===== src/rtl/product_bcd_display_if.sv =====
`default_nettype none
// +------------------------------------------------------------------------+
// | Module  : product_bcd_display_if                                       |
// | Brief   : Conversion handshake between product source and BCD display  |
// | Rev     : 1.0                                                          |
// +------------------------------------------------------------------------+
interface product_bcd_display_if #(
  parameter int W = 16
);
  logic         start;
  logic [W-1:0] product;
  logic         busy;
  logic         bcd_valid;
  logic         sign;
  logic [19:0]  bcd;

  modport master (
    output start, product,
    input  busy, bcd_valid, sign, bcd
  );

  modport slave (
    input  start, product,
    output busy, bcd_valid, sign, bcd
  );
endinterface
`default_nettype wire


===== src/rtl/product_bcd_display.sv =====
`default_nettype none
// +------------------------------------------------------------------------+
// | Module  : product_bcd_display                                          |
// | Brief   : Signed product to 5-digit BCD with 6-digit 7-segment scan    |
// | Rev     : 1.0                                                          |
// +------------------------------------------------------------------------+
module product_bcd_display #(
  parameter int W           = 16,
  parameter int REFRESH_DIV = 50000
) (
  input  wire logic             clk,
  input  wire logic             rst,
  product_bcd_display_if.slave  bus,
  output logic [6:0]            seg,
  output logic [5:0]            an
);

  localparam int              DIV_W      = (REFRESH_DIV > 1) ? $clog2(REFRESH_DIV) : 1;
  localparam logic [DIV_W-1:0] c_DIV_LAST = DIV_W'(REFRESH_DIV - 1);
  localparam logic [4:0]      c_ITER     = 5'(W);

  typedef enum logic [1:0] {
    S_IDLE   = 2'd0,
    S_CONV   = 2'd1,
    S_UPDATE = 2'd2
  } state_t;

  state_t       r_state;
  logic [W-1:0] r_mag;
  logic [19:0]  r_bcd_sr;
  logic [4:0]   r_cnt;
  logic         r_sign_sr;
  logic         r_busy;
  logic         r_valid;
  logic         r_sign;
  logic [19:0]  r_bcd;
  logic [19:0]  w_adj;

  // Add-3 correction applied to every nibble before each shift
  for (genvar gi = 0; gi < 5; gi++) begin : g_adj
    assign w_adj[4*gi +: 4] = (r_bcd_sr[4*gi +: 4] >= 4'd5) ?
                              (r_bcd_sr[4*gi +: 4] + 4'd3) : r_bcd_sr[4*gi +: 4];
  end

  always_ff @(posedge clk or negedge rst) begin
    if (!rst) begin
      r_state   <= S_IDLE;
      r_mag     <= '0;
      r_bcd_sr  <= '0;
      r_cnt     <= '0;
      r_sign_sr <= 1'b0;
      r_busy    <= 1'b0;
      r_valid   <= 1'b0;
      r_sign    <= 1'b0;
      r_bcd     <= '0;
    end else begin
      r_valid <= 1'b0;
      case (r_state)
        S_IDLE: begin
          if (bus.start) begin
            r_sign_sr <= bus.product[W-1];
            r_mag     <= bus.product[W-1] ? (~bus.product + W'(1)) : bus.product;
            r_bcd_sr  <= '0;
            r_cnt     <= c_ITER;
            r_busy    <= 1'b1;
            r_state   <= S_CONV;
          end
        end
        S_CONV: begin
          {r_bcd_sr, r_mag} <= {w_adj, r_mag} << 1;
          r_cnt             <= r_cnt - 5'd1;
          if (r_cnt == 5'd1) begin
            r_state <= S_UPDATE;
          end
        end
        S_UPDATE: begin
          r_bcd   <= r_bcd_sr;
          r_sign  <= r_sign_sr;
          r_valid <= 1'b1;
          r_busy  <= 1'b0;
          r_state <= S_IDLE;
        end
        default: r_state <= S_IDLE;
      endcase
    end
  end

  assign bus.busy      = r_busy;
  assign bus.bcd_valid = r_valid;
  assign bus.sign      = r_sign;
  assign bus.bcd       = r_bcd;

  logic [DIV_W-1:0] r_div;
  logic [2:0]       r_idx;

  always_ff @(posedge clk or negedge rst) begin
    if (!rst) begin
      r_div <= '0;
      r_idx <= 3'd0;
    end else if (r_div == c_DIV_LAST) begin
      r_div <= '0;
      r_idx <= (r_idx == 3'd5) ? 3'd0 : r_idx + 3'd1;
    end else begin
      r_div <= r_div + DIV_W'(1);
    end
  end

  function automatic logic [6:0] seg_of(input logic [3:0] d);
    case (d)
      4'd0:    seg_of = 7'h40;
      4'd1:    seg_of = 7'h79;
      4'd2:    seg_of = 7'h24;
      4'd3:    seg_of = 7'h30;
      4'd4:    seg_of = 7'h19;
      4'd5:    seg_of = 7'h12;
      4'd6:    seg_of = 7'h02;
      4'd7:    seg_of = 7'h78;
      4'd8:    seg_of = 7'h00;
      4'd9:    seg_of = 7'h10;
      default: seg_of = 7'h7F;
    endcase
  endfunction

  // w_zN: digit N and every digit above it are zero, so digit N is blanked
  logic w_z4, w_z3, w_z2, w_z1;
  assign w_z4 = (r_bcd[19:16] == 4'd0);
  assign w_z3 = w_z4 && (r_bcd[15:12] == 4'd0);
  assign w_z2 = w_z3 && (r_bcd[11:8]  == 4'd0);
  assign w_z1 = w_z2 && (r_bcd[7:4]   == 4'd0);

  always_comb begin
    seg = 7'h7F;
    an  = ~(6'd1 << r_idx);
    case (r_idx)
      3'd0:    seg = seg_of(r_bcd[3:0]);
      3'd1:    seg = w_z1 ? 7'h7F : seg_of(r_bcd[7:4]);
      3'd2:    seg = w_z2 ? 7'h7F : seg_of(r_bcd[11:8]);
      3'd3:    seg = w_z3 ? 7'h7F : seg_of(r_bcd[15:12]);
      3'd4:    seg = w_z4 ? 7'h7F : seg_of(r_bcd[19:16]);
      3'd5:    seg = r_sign ? 7'h3F : 7'h7F;
      default: seg = 7'h7F;
    endcase
  end

endmodule
`default_nettype wire


===== src/flat_wrapper.sv =====
// flat-port wrapper written by rule: the top's interface ports become plain ports
module product_bcd_display_flat 
#(
  parameter int W           = 16,
  parameter int REFRESH_DIV = 50000
)
  (clk, rst, seg, an, bus_start, bus_product, bus_busy, bus_bcd_valid, bus_sign, bus_bcd);
  product_bcd_display_if #(.W(W)) bus_i ();
  input  wire logic clk;
  input  wire logic rst;
  output logic [6:0] seg;
  output logic [5:0] an;
  input wire logic [$bits(bus_i.start)-1:0] bus_start;
  input wire logic [$bits(bus_i.product)-1:0] bus_product;
  output wire logic [$bits(bus_i.busy)-1:0] bus_busy;
  output wire logic [$bits(bus_i.bcd_valid)-1:0] bus_bcd_valid;
  output wire logic [$bits(bus_i.sign)-1:0] bus_sign;
  output wire logic [$bits(bus_i.bcd)-1:0] bus_bcd;
  assign bus_i.start = bus_start;
  assign bus_i.product = bus_product;
  assign bus_busy = bus_i.busy;
  assign bus_bcd_valid = bus_i.bcd_valid;
  assign bus_sign = bus_i.sign;
  assign bus_bcd = bus_i.bcd;
  product_bcd_display #(.W(W), .REFRESH_DIV(REFRESH_DIV)) u_core (.clk(clk), .rst(rst), .bus(bus_i), .seg(seg), .an(an));
endmodule

===== config.mk =====
export PLATFORM = sky130hd
export DESIGN_NAME = product_bcd_display_flat
export DESIGN_NICKNAME = d
export VERILOG_FILES = /design/src/rtl/product_bcd_display_if.sv /design/src/rtl/product_bcd_display.sv /design/src/flat_wrapper.sv
export SDC_FILE = /design/constraint.sdc
export NUM_CORES = 1
export LEC_CHECK = 0
export ABC_AREA = 1
export ABC_CLOCK_PERIOD_IN_PS = 1400
export CORE_UTILIZATION = 31
export CTS_BUF_LIST = sky130_fd_sc_hd__clkbuf_4 sky130_fd_sc_hd__clkbuf_8
export CTS_CLUSTER_DIAMETER = 30
export DETAILED_ROUTE_END_ITERATION = 16
export GPL_TIMING_DRIVEN = 0
export RECOVER_POWER = 100
export SLEW_MARGIN = 15
export SYNTH_ARGS = -nofsm -noshare
export SYNTH_HDL_FRONTEND = slang
export SYNTH_SLANG_ARGS = --single-unit

===== constraint.sdc =====
create_clock -name clk -period 1.4 [get_ports clk]
set_input_delay 0.21 -clock clk [delete_from_list [all_inputs] [get_ports clk]]
set_output_delay 0.21 -clock clk [all_outputs]
set_load 0.03 [all_outputs]

Word level (Yosys, flattened, before mapping) --
Memory sizes are Yosys's and may differ from the RTL's. Index checks and enable logic that the tools add are counted.
Cells by class: $add $sub $neg 9, $lt $le $gt $ge 5, equal/unequal tests 11, shifts and indexed selects 1, muxes and demuxes 26, bitwise gates (word level) 2, reduce and logical (&&, ||, !) cells 15
Operators with widths (count):
- 2-to-1 mux 16 bit | 3
- case mux 7 bit (6 select lines) | 1
- case mux 20 bit (2 select lines) | 1
- 2-to-1 mux 7 bit | 5
- adder 16 x 1 -> 16 bit, second input constant | 2
- case mux 16 bit (2 select lines) | 1
- greater-or-equal comparator 4 x 3 -> 1 bit, second input constant | 5
- 2-to-1 mux 20 bit | 1
- adder 4 x 2 -> 4 bit, second input constant | 4
- equality test 16 bit, second input constant | 1
- logical NOT 4 bit | 4
- 2-to-1 mux 4 bit | 4
- inverter 16 bit | 1
- case mux 5 bit (2 select lines) | 1
- AND reduction 2 bit | 4
- equality test 3 x 2 -> 1 bit, second input constant | 2
- equality test 3 bit, second input constant | 2
- 2-to-1 mux 3 bit | 2
- inverter 6 bit | 1
- left shift 1 x 3 -> 6 bit, first input constant | 1
- equality test 5 x 1 -> 1 bit, second input constant | 1
- 2-to-1 mux 5 bit | 1
- subtractor 5 x 1 -> 5 bit, second input constant | 1
- 2-to-1 mux 2 bit | 2
- other kinds (14) | 18
Word-level totals: register bits 86, ROM bits 560, input port bits 19, output and inout bits 36, logic and storage cells 85, memories kept 5
Memories:
- (name not given) | depth 16, bits a word 7, rd ports 1, clocked after Yosys merged registers in 0, wr ports 0, RTL line product_bcd_display.sv:109 | case (d)
- (name not given) | depth 16, bits a word 7, rd ports 1, clocked after Yosys merged registers in 0, wr ports 0, RTL line product_bcd_display.sv:109
- (name not given) | depth 16, bits a word 7, rd ports 1, clocked after Yosys merged registers in 0, wr ports 0, RTL line product_bcd_display.sv:109
- (name not given) | depth 16, bits a word 7, rd ports 1, clocked after Yosys merged registers in 0, wr ports 0, RTL line product_bcd_display.sv:109
- (name not given) | depth 16, bits a word 7, rd ports 1, clocked after Yosys merged registers in 0, wr ports 0, RTL line product_bcd_display.sv:109

Depth between registers and ports, before layout --
Gate-level depths: netlist of the first run.
depth after elaboration 6, mapped depth 11, gate-level depth less buffers 10

Worst setup path before layout of the first run --
No wires, ideal clock.
kind register to output, start point register u_core.r_bcd[0] (netlist: u_core.bus.bcd[0]), end point output port seg[1], arrival 1686 ps, data required time 1190 ps, path slack -496 ps, stages on the path, launching flop included 11, path buffers 0, path through dfrtp_1 -> inv_1 -> ha_1 -> nand2_1 -> nand2_1 -> nand2_1 -> nor2_1 -> nor2_1 -> nand2_1 -> nor2_1 -> nand3_1
On the way: longest elaborated chain between the ends 2
RTL lines:
- from (decl) | RTL line product_bcd_display.sv:36 | logic [19:0] r_bcd;
- from (signal assigned) | RTL line product_bcd_display.sv:77 | r_bcd <= r_bcd_sr;
- memory read (16 x 7 bit)
- case mux 7 bit (6 select lines) | RTL line product_bcd_display.sv:134 | case (r_idx)
- to (decl) | RTL line flat_wrapper.sv:11 | output logic [6:0] seg;
Every way passes these cells.

Worst setup path in the final report of the first run --
start point register u_core.r_bcd[12] (netlist: u_core.bus.bcd[12]), end point output port seg[6]
On the way: longest elaborated chain between the ends 6, elaborated cells on any way between the ends 9, those cells by class mux (4); reduce/logical (4); memory (1)
RTL lines (RTL line):
- parallel branches: the longest is 5 deep, another holds memory read (16 x 7 bit)
- case mux 7 bit (6 select lines) (*) | product_bcd_display.sv:134
Mark *: on every way between the ends.

==> results.md, run 1 <==
- Worst slew pin tran: around 0.91 ns
- Drt wl/cell: 12.66 µm
- # nets final: ~960
- Core area: roughly 18000 µm²
- # setup viols final: 34
- Pleak: approximately 3.7 nW
- H-tree depth: 3
- Hpwl dp: 10090 µm
- Worst Setup Slack, final: -0.7178 ns
- Hold crit path type: input port to flop
- IO Pins: 55
- Final GP Congestion: about 0.9
- Pre-antenna DRT Iters: 10
- Gate power share: 0.582
- Clock Skew: roughly 0.011 ns
- Die width: 138.2 µm
- First-pass GRT wire length: around 24000 µm
- Clock transition at the registers of the reported paths: around 0.090 ns
- P_sw: ~6.6 mW
- Die Y: about 140 µm
- R2R Path End: u_core.r_cnt[3]
- Crit path time final: approximately 2.1 ns
- Seq/Total Area, Yosys: 0.3745
- Ys Warns: 0
- Cell area power density: 1865 nW/µm²
- Worst-Skew Late Latency: about 0.36 ns
- Fraction of layout cells with a size suffix above 1: 0.3131
- Largest net degree at the start of global routing: 50
- N_diodes: 0
- Initial antenna violation count: 0
- Hold Vio Cnt, Final: 0
- Hold WS: roughly 0.29 ns
- DIE AREA: about 19000 µm²
- Dpl cells: about 1100
- Clock share of power: 0.136
- Critical Path RT: about 1.2 ns
- Netlist cell types: 37
- Max-slew violation count: 0
- DR vias/cell: around 4.7
- Starting Density: 0.3177
- Gr usage total: 0.1510
- Max-cap violations: 0
- Synth Instances: about 780
- Status: finished, violations left
- #FFs+latches synth: 86
- Vias: about 5300
- CTS Root Cell: clkbuf_8
- FF-to-FF Start: u_core.r_state[1]
- IO Port Bufs: between 50 and 60
- Routed Antenna Nets: 0
- Routed wire length: between 10000 and 15000 µm
- Layout area overhead: 37.14%
- Hold Path Stages: 4
- Relative slew slack: 0.3953
- CP endpoint kind: primary output
- Non-filler instance count after layout: around 1100
- Worst Setup EP: seg[6]
- Post-synthesis cell area: around 5700 µm²
- Cts bufs inserted: 9
- F_max: around 470 MHz
- Clk buf depth: 2
- CP Launch Type: flop
- Final period utilization: 1.513
- Place WS: -0.9308 ns
- Number of global-route vias before repair: around 4900
- CP Max Fanout: 6
- GRT Residual Overflow: 0
- Design Power: 14.70 mW
- Core Util, Final: 0.4358
- Critical path class: flop to primary output
- Synthesized area per cell: 7.406 µm²
- Crit path from: u_core.bus.bcd[12]
- CTS sink cnt: 86
- # DRC: 7
- RSZ-0062 raised after global routing: true
- Number of DRC markers in iteration 0: 245
- Switching share of total power: 0.4462
- Synth Net Count: around 840
- Sequential share of power: 0.282
- Worst R2R Path Depth: 9
- CTS tree: yes
- Worst VDD drop: a little under 0.0007 V
- Int Pwr: between 8 and 9 mW
- Failing checks: design-rule violations, negative setup slack
- Worst reg-to-reg setup slack: -0.06 ns
- Cell Rows: 49
- Arrival time worst endpoint: between 1.5 and 2 ns
metrics by stage:
stage	area [µm²]	TNS [ns]
final	7881	-5.986
after global routing	7881	-17.91
after CTS	7330	-5.698
after detailed placement	6694	-14.21
after global placement	6669	-288.53
after floorplan	5852	-2.076
layer usage:
layer / up-vias / routed length [µm] / GRT usage / part of all wire
met2: 74 / 6807 / 0.2495 / 0.47
met4: 0 / 208 / 0.05204 / 0.014
met3: 12 / 407 / 0.02078 / 0.028
met1: 2460 / 6963 / 0.2030 / 0.48
li1: 2777 / - / - / -
met5: - / 0 / 0 / 0
worst max-delay path: stages, from the launching register on:
cell and delay, ns:
dfrtp_2 0.46, inv_4 0.10, ha_4 0.15, nand2_4 0.05, nor2_4 0.22, buf_6 0.14
nor2_4 0.04, nand2_1 0.08, nand2_1 0.05, nand4_1 0.11, buf_6 0.14
power by group through the flow:
stage	clock, mW	sequential [mW]	combinational (mW)
6_report	2.00	4.14	8.56
5_1_grt	2.19	4.25	9.57
4_1_cts	2.07	4.03	7.61
3_5_place_dp	0	4.17	6.94
3_3_place_gp	0	4.16	6.85
2_1_floorplan	0	4.33	4.68
synthesized netlist by cell type (all sizes together):
master    n  area [µm²]
a21oi    35       175.2
a22oi    11       82.58
buf      15       102.6
clkbuf    4       25.02
clkinv    1       3.750
dfrtp    86        2152
ha       41       513.0
inv     103       386.6
nand2   195       747.0
nand3    50       275.3
nand3b    2       15.01
nand4    13       81.33
nor2     84       346.6
nor3      4       25.02
nor4      1       21.27
o211ai    5       37.54
o21ai    93       476.7
o21bai    1       7.510
o221ai    1       8.760
o22ai     6       62.56
or2       8       52.55
xnor2     1       8.760
xor2     16       140.1
state kept, by name, indices dropped and copies added, names as in the netlist:
signal and cells:
u_core.bus.bcd 20, u_core.r_bcd_sr 20, u_core.r_div 16, u_core.r_mag 16
u_core.r_cnt 5, u_core.r_idx 3, u_core.r_state 2, u_core.bus.bcd_valid 1
u_core.bus.busy 1, u_core.bus.sign 1, u_core.r_sign_sr 1
cells in the final DEF, fill, tap and decap left out, drive strengths merged, types with 2 or more instances in the layout:
cell / count
dfrtp: 86
o21ai: 93
or2: 8
a22oi: 11
clkdlybuf4s50: 16
inv: 101
dlygate4sd2: 3
nor2: 84
xor2: 16
nand4: 13
buf: 90
nand3: 50
nand2: 195
clkbuf: 29
nand3b: 2
ha: 41
o22ai: 6
nor3: 4
a21oi: 35
bufinv: 2
o211ai: 5
clkdlybuf4s15: 8
clkinv: 3
cell families (layout without fill, tap and decap cells):
logic type	after synthesis	after routing	synth area share
simple gates	357	357	0.2722
compound gates	152	152	0.1481
buf+inv	123	254	0.09014
flops	86	86	0.3745
fa+ha+maj	41	41	0.08927
xor+xnor	17	17	0.02591
cell type report:
type,instances,area [µm²]
buffer,18,133.9
clock buffer,13,166.4
clock inverter,3,67.56
fill,1822,10200
inverter,104,440.4
multi-input combinational,567,3562
sequential,86,2181
tap,229,286.5
timing repair buffer,116,1044
worst min path at each step:
stage / startpoint / end
2_1_floorplan: rst / u_core.bus.bcd[0]
3_3_place_gp: u_core.r_div[0] / u_core.r_div[0]
3_5_place_dp: rst / u_core.r_div[13]
4_1_cts: bus_product[15] / u_core.r_mag[4]
5_1_grt: bus_product[15] / u_core.r_mag[4]
6_report: bus_product[15] / u_core.r_mag[4]
repair_timing:
item,4_1_cts,5_1_grt
setup buffers,29,32
pin swaps,22,47
endpoints found under the hold margin,37,0
gates resized for setup,200,140
hold buffers,1,0
setup endpoints to repair,80,78
No activity file was read; power rests on OpenSTA's default activity.
==> inputs of run 2 (changes only) <==
--- a/config.mk
+++ b/config.mk
@@ -5,12 +5,12 @@
 export SDC_FILE = /design/constraint.sdc
 export NUM_CORES = 1
 export LEC_CHECK = 0
-export ABC_AREA = 1
 export ABC_CLOCK_PERIOD_IN_PS = 1400
 export CORE_UTILIZATION = 31
 export CTS_BUF_LIST = sky130_fd_sc_hd__clkbuf_4 sky130_fd_sc_hd__clkbuf_8
 export CTS_CLUSTER_DIAMETER = 30
 export DETAILED_ROUTE_END_ITERATION = 16
+export DONT_BUFFER_PORTS = 1
 export GPL_TIMING_DRIVEN = 0
 export RECOVER_POWER = 100
 export SLEW_MARGIN = 15
==> results.md, run 2 <==
- Post-synth EDFFs: 0
- Worst-Skew Late Latency: 0.37 ns
- Largest net degree at the start of global routing: 87
- # setup viols final: 23
- Core area: roughly 17000 µm²
- Place WS: -0.9031 ns
- Most frequent cell after synthesis: dfrtp_1
- # nets final: 766
- Pre-antenna DRT Iters: 4
- Initial antenna violation count: 0
- CP peak stage delay: approximately 0.54 ns
- Die Y: about 130 µm
- Clock transition at the registers of the reported paths: 0.09 ns
- Worst reg-to-reg setup slack: -0.23 ns
- Fraction of layout cells with a size suffix above 1: 0.3601
- Cell Chain, Critical Path: inv_4, ha_4, or3b_4, a21oi_2, o221a_2, o2111ai_2, or3b_4
- Starting Density: 0.3212
- Worst path top cell family by delay: simple AND/OR/NAND/NOR gates
- Netlist cell types: 56
- DIE AREA: approximately 18000 µm²
- Synth cell count leaders: dfrtp_1 (86), o21ai_0 (75), nand2_1 (61), ha_1 (41), nor2_1 (41)
- Worst VDD drop: between 0.001 and 0.0015 V
- First-pass GRT wire length: 23270 µm
- Post-synth top area cell: dfrtp_1
- Max-slew violation count: 0
- Dpl cells: 840
- Largest cells by area after synthesis: dfrtp_1 (40%), ha_1 (9.5%), o21ai_0 (6.9%)
- IO Port Bufs: 0
- Design Power: roughly 16 mW
- Ys Warns: 0
- Commonest non-fill, non-tap cell in the layout: dfrtp_1
- Cell Rows: 47
- Failing checks: negative hold slack, negative setup slack
- Worst path depth: 7
- CP Max Fanout: 6
- Crit path buf inv count: 1
- Max-cap violations: 0
- P_sw: between 7 and 8 mW
- Status: finished, violations left
- Number of global-route vias before repair: ~4600
- Critical path class: flop to primary output
- Switching share of total power: 0.4596
- Most frequent cell on the critical path: or3b_4
- Hold Vio Cnt, Final: 86
- Drt wl/cell: around 16 µm
- Top cell type's share of synthesized area: 0.3984
- FF-to-FF Start: u_core.r_div[0]
- Sum Neg Setup Slack: -10.52 ns
- DR vias/cell: 5.100
- Clock Skew: around 0.011 ns
- CTS sink cnt: 86
- Worst slew pin tran: 0.4822 ns
- Cts bufs inserted: 9
- F_max: ~370 MHz
- Synth Net Count: 680
- Relative slew slack: 0.6786
- Sequential share of power: 0.303
- Seq/Total Area, Yosys: 0.3984
- Hold crit path type: input port to asynchronous set/reset pin
- Crit path from: u_core.bus.bcd[17]
- Non-filler instance count after layout: around 930
- Pleak: approximately 3.2 nW
- Cell area power density: approximately 2100 nW/µm²
- Crit path time final: around 2.7 ns
- Layout area overhead: 36.72%
- Final period utilization: 1.914
- Worst R2R Path Depth: 5
- CP Launch Type: flop
- Worst Setup EP: seg[6]
- Crit-path slowest cell: dfrtp_2
- Die width: approximately 130 µm
- CTS Root Cell: clkbuf_8
- RSZ-0062 raised after global routing: true
- Critical Path RT: 1.19 ns
- Hpwl dp: about 9600 µm
- #FFs+latches synth: 86
- Post-synthesis cell area: 5401 µm²
- R2R Path End: u_core.r_div[10]
- Routed wire length: between 10000 and 15000 µm
- Hold WS: -0.4819 ns
- Worst Setup Slack, final: -1.279 ns
- Asr flop ratio synth: 1.000
- Gr usage total: 0.1650
- N_diodes: 0
- Clk buf depth: 2
- GRT Residual Overflow: 0
- CTS tree: yes
- Number of DRC markers in iteration 0: 294
- Int Pwr: roughly 8.5 mW
- CP endpoint kind: primary output
- Arrival time worst endpoint: roughly 2.5 ns
- Vias: approximately 4700
- Final GP Congestion: 0.9193
- IO Pins: 55
- Synth Flop Type: dfrtp_1
- Routed Antenna Nets: 0
- Synth Instances: 620
- Most frequent cells in the layout: dfrtp_1 (76), buf_4 (62), o21ai_0 (60)
- H-tree depth: 3
- Clock share of power: 0.120
- # DRC: 0
- Gate power share: 0.577
- Synthesized area per cell: 8.712 µm²
run 2: cell types whose count changed after synthesis, moves of 8 or more:
| cell | before | now |
|---|---|---|
| nand2_1 | 189 | 61 |
| inv_1 | 95 | 40 |
| nor2_1 | 79 | 41 |
| nand3_1 | 45 | 19 |
| clkbuf_1 | 3 | 23 |
| nand2b_1 | 0 | 18 |
| nor3_1 | 3 | 18 |
| o21ai_1 | 19 | 4 |
| xnor2_1 | 1 | 14 |
| o31ai_1 | 0 | 9 |
| buf_2 | 10 | 2 |
| inv_2 | 8 | 0 |
| mux2_2 | 0 | 8 |
| nor2b_1 | 0 | 8 |
run 2: timing repair:
item,4_1_cts,5_1_grt
setup buffers,38,38
pin swaps,26,50
resized for setup,88,102
cloned,1,1
endpoints found under the setup margin,90,68
endpoints found under the hold margin,86,86
run 2: power by group through the flow:
stage          sequential, mW  clock [mW]  combinational, mW
5_1_grt                  4.88        2.02               9.98
4_1_cts                  4.69        1.94               7.59
3_3_place_gp             4.74           0               6.27
6_report                 4.75        1.89               9.07
2_1_floorplan            4.43           0               5.23
3_5_place_dp             4.76           0               6.34
run 2: worst min path at each step:
stage / startpoint / end / slack (ns) / cells past startpoint
floorplan: rst / u_core.bus.bcd[0] / -0.09 / 0
global placement: rst / u_core.r_div[11] / -0.08 / 0
detailed placement: rst / u_core.r_div[10] / -0.08 / 0
CTS: rst / u_core.bus.bcd[3] / -0.50 / 0
global route: rst / u_core.bus.bcd[3] / -0.50 / 0
finish: rst / u_core.r_div[14] / -0.48 / 0
run 2: area by class of cell:
type | instances | area, µm²
fill | 1673 | 9434
multi-input combinational | 465 | 3656
tap | 220 | 275.3
clock inverter | 3 | 43.79
buffer | 26 | 196.4
sequential | 86 | 2165
inverter | 41 | 192.7
timing repair buffer | 77 | 695.7
clock buffer | 13 | 160.2
run 2: kinds of logic after synthesis:
logic type | Yosys count | synth area share
and+or+nand+nor | 207 | 0.1911
DFF | 86 | 0.3984
xor gates and xnor gates | 35 | 0.05675
AOI/OAI and AO/OA | 171 | 0.1867
muxes | 11 | 0.02224
buffers and inverters | 69 | 0.04980
adders and majority gates | 41 | 0.09497
run 2: routing by layer:
metal	global-route usage	vias up	routed length, µm
li1	-	2347	-
met1	0.2216	2305	6834
met2	0.2625	82	7096
met3	0.03930	14	695
met4	0.04861	0	174
met5	0	-	0
run 2: through the flow:
stage | cell area, µm² | util
2_1_floorplan | 5604 | -
3_3_place_gp | 5879 | 0.3496
3_5_place_dp | 5879 | 0.3496
4_1_cts | 6689 | 0.3977
5_1_grt | 7385 | 0.4391
6_report | 7385 | 0.4391
==> inputs of run 3 (changes only) <==
--- a/config.mk
+++ b/config.mk
@@ -5,7 +5,7 @@
 export SDC_FILE = /design/constraint.sdc
 export NUM_CORES = 1
 export LEC_CHECK = 0
-export ABC_CLOCK_PERIOD_IN_PS = 1400
+export ABC_CLOCK_PERIOD_IN_PS = 3000
 export CORE_UTILIZATION = 31
 export CTS_BUF_LIST = sky130_fd_sc_hd__clkbuf_4 sky130_fd_sc_hd__clkbuf_8
 export CTS_CLUSTER_DIAMETER = 30
@@ -13,6 +13,7 @@
 export DONT_BUFFER_PORTS = 1
 export GPL_TIMING_DRIVEN = 0
 export RECOVER_POWER = 100
+export SKIP_LAST_GASP = 1
 export SLEW_MARGIN = 15
 export SYNTH_ARGS = -nofsm -noshare
 export SYNTH_HDL_FRONTEND = slang
==> constraint.sdc (replaced) <==
create_clock -name clk -period 3 [get_ports clk]
set_input_delay 0.45 -clock clk [delete_from_list [all_inputs] [get_ports clk]]
set_output_delay 0.45 -clock clk [all_outputs]
set_load 0.03 [all_outputs]
==> results.md, run 3 (synthesis results as in run 2) <==
- Die width: 134 µm
- Reg area: 2165 µm²
- Layout area overhead: 12.51%
- Core area: between 15000 and 20000 µm²
- Drt wl/cell: between 15 and 20 µm
- Clk buf depth: 2
- # nets final: roughly 700
- Final GP Congestion: roughly 0.92
- Die Y: ~130 µm
- CP endpoint kind: primary output
- DP Area: roughly 5700 µm²
- IO Pins: 55
- GRT Residual Overflow: 0
- # DRC: 0
- Failing checks: max-capacitance violations, max-slew violations
- Largest net degree at the start of global routing: 87
- Final Instance Area: 6077 µm²
- Crit path time final: ~2.9 ns
- RSZ-0062 raised after global routing: true
- Clock transition at the registers of the reported paths: approximately 0.090 ns
- DIE AREA: between 15000 and 20000 µm²
- Multi-input gate area: 3099 µm²
- Routed Antenna Nets: 0
- H-tree depth: 3
- Critical path class: flop to primary output
- Cell Rows: 47
- Cell area power density: just under 1000 nW/µm²
- # setup viols final: 0
- Number of global-route vias before repair: roughly 4200
- CTS tree: yes
- Dpl cells: 840
- CTS Root Cell: clkbuf_8
- CP Launch Type: flop
- Relative slew slack: -0.2982
- Arrival time worst endpoint: about 2.5 ns
- Clock Skew: roughly 0.014 ns
- Core Util, Final: 0.3613
- Fill cell count: ~1800
- Final period utilization: 0.9675
- Pre-antenna DRT Iters: 4
- Cts bufs inserted: 9
- CTS sink cnt: 86
- Non-filler instance count after layout: 863
- Number of DRC markers in iteration 0: around 290
- Pleak: about 2.6 nW
- CP Max Fanout: 6
- Max-cap violations: 1
- Hpwl dp: about 9500 µm
- Hold Vio Cnt, Final: 0
- Worst Setup Slack, final: 0.09756 ns
- DR vias/cell: between 5 and 6
- Starting Density: 0.3212
- N_diodes: 0
- Status: finished, violations left
- F_max: 344.5 MHz
- Gr usage total: 0.1524
- Worst-Skew Late Latency: 0.38 ns
- Worst reg-to-reg setup slack: between 0.8 and 0.9 ns
- Worst slew pin tran: between 1.5 and 2 ns
- Critical Path RT: 2.55 ns
- Fraction of layout cells with a size suffix above 1: 0.1260
- Routed wire length: around 13000 µm
- Most frequent cells in the layout: dfrtp_1 (76), o21ai_0 (75), nand2_1 (60)
- Commonest non-fill, non-tap cell in the layout: dfrtp_1
- Place WS: -0.09436 ns
- Hold WS: 0.2621 ns
- Max-slew violation count: between 80 and 90
- Vias: ~4400
- Worst VDD drop: ~0.00056 V
- IO Port Bufs: 0
- First-pass GRT wire length: 21630 µm
- Initial antenna violation count: 0
- Hold crit path type: input port to flop
run 3: final timing paths:
check | from | endpoint | cells after the start
min in group asynchronous | rst | u_core.r_div[12] | 2
min | bus_product[0] | u_core.r_mag[0] | 2
max | u_core.bus.bcd[17] | seg[5] | 8
min reg2reg | u_core.r_div[0] | u_core.r_div[0] | 1
max in group asynchronous | rst | u_core.bus.bcd[17] | 2
max reg2reg | u_core.r_state[0] | u_core.bus.bcd[18] | 5
run 3: cell type report:
type | instances | area share
well taps | 220 | 0.04530
repair buffers | 8 | 0.009883
flip-flops and latches | 86 | 0.3562
multi-input cells | 465 | 0.5100
plain buffers | 27 | 0.01915
clock inverters | 6 | 0.01009
inverters | 41 | 0.02677
clock buffers | 10 | 0.02265
run 3: worst max-delay path: stages, from the launching register on:
cell      delay, ns
dfrtp_2        0.53
inv_4          0.11
buf_4          0.12
ha_1           0.15
or3b_2         0.44
a21oi_1        0.16
o221ai_1       0.17
a21oi_2        0.17
nand3_2        0.22
run 3: repair_timing:
action,CTS,global route
setup buffers,4,2
hold endpoints to repair,86,0
gates resized for setup,25,22
pin swaps,5,6
hold buffers,2,0
endpoints found under the setup margin,7,7
run 3: power by group:
group / leakage, nW / switching, mW / internal, mW
registers: 1.10 / 0.663 / 1.53
logic: 1.45 / 1.83 / 1.18
clock network: 0.102 / 0.429 / 0.404
run 3: per-stage QoR:
stage          setup TNS [ns]  total power, mW
4_1_cts                     0            5.921
3_5_place_dp          -0.1338            4.898
6_report                    0            6.038
2_1_floorplan               0            4.224
3_3_place_gp         -0.06008            4.837
5_1_grt              -0.01061            6.584
run 3: per-layer routing:
metal  routed length, µm  track usage  share of wire  vias to the layer above
met1                6407       0.2164           0.49                     2081
met5                   0            0              0                        -
met2                5707       0.2329           0.44                      100
met4                 149      0.03788          0.011                        0
li1                    -            -              -                     2197
met3                 708      0.03401          0.055                       13
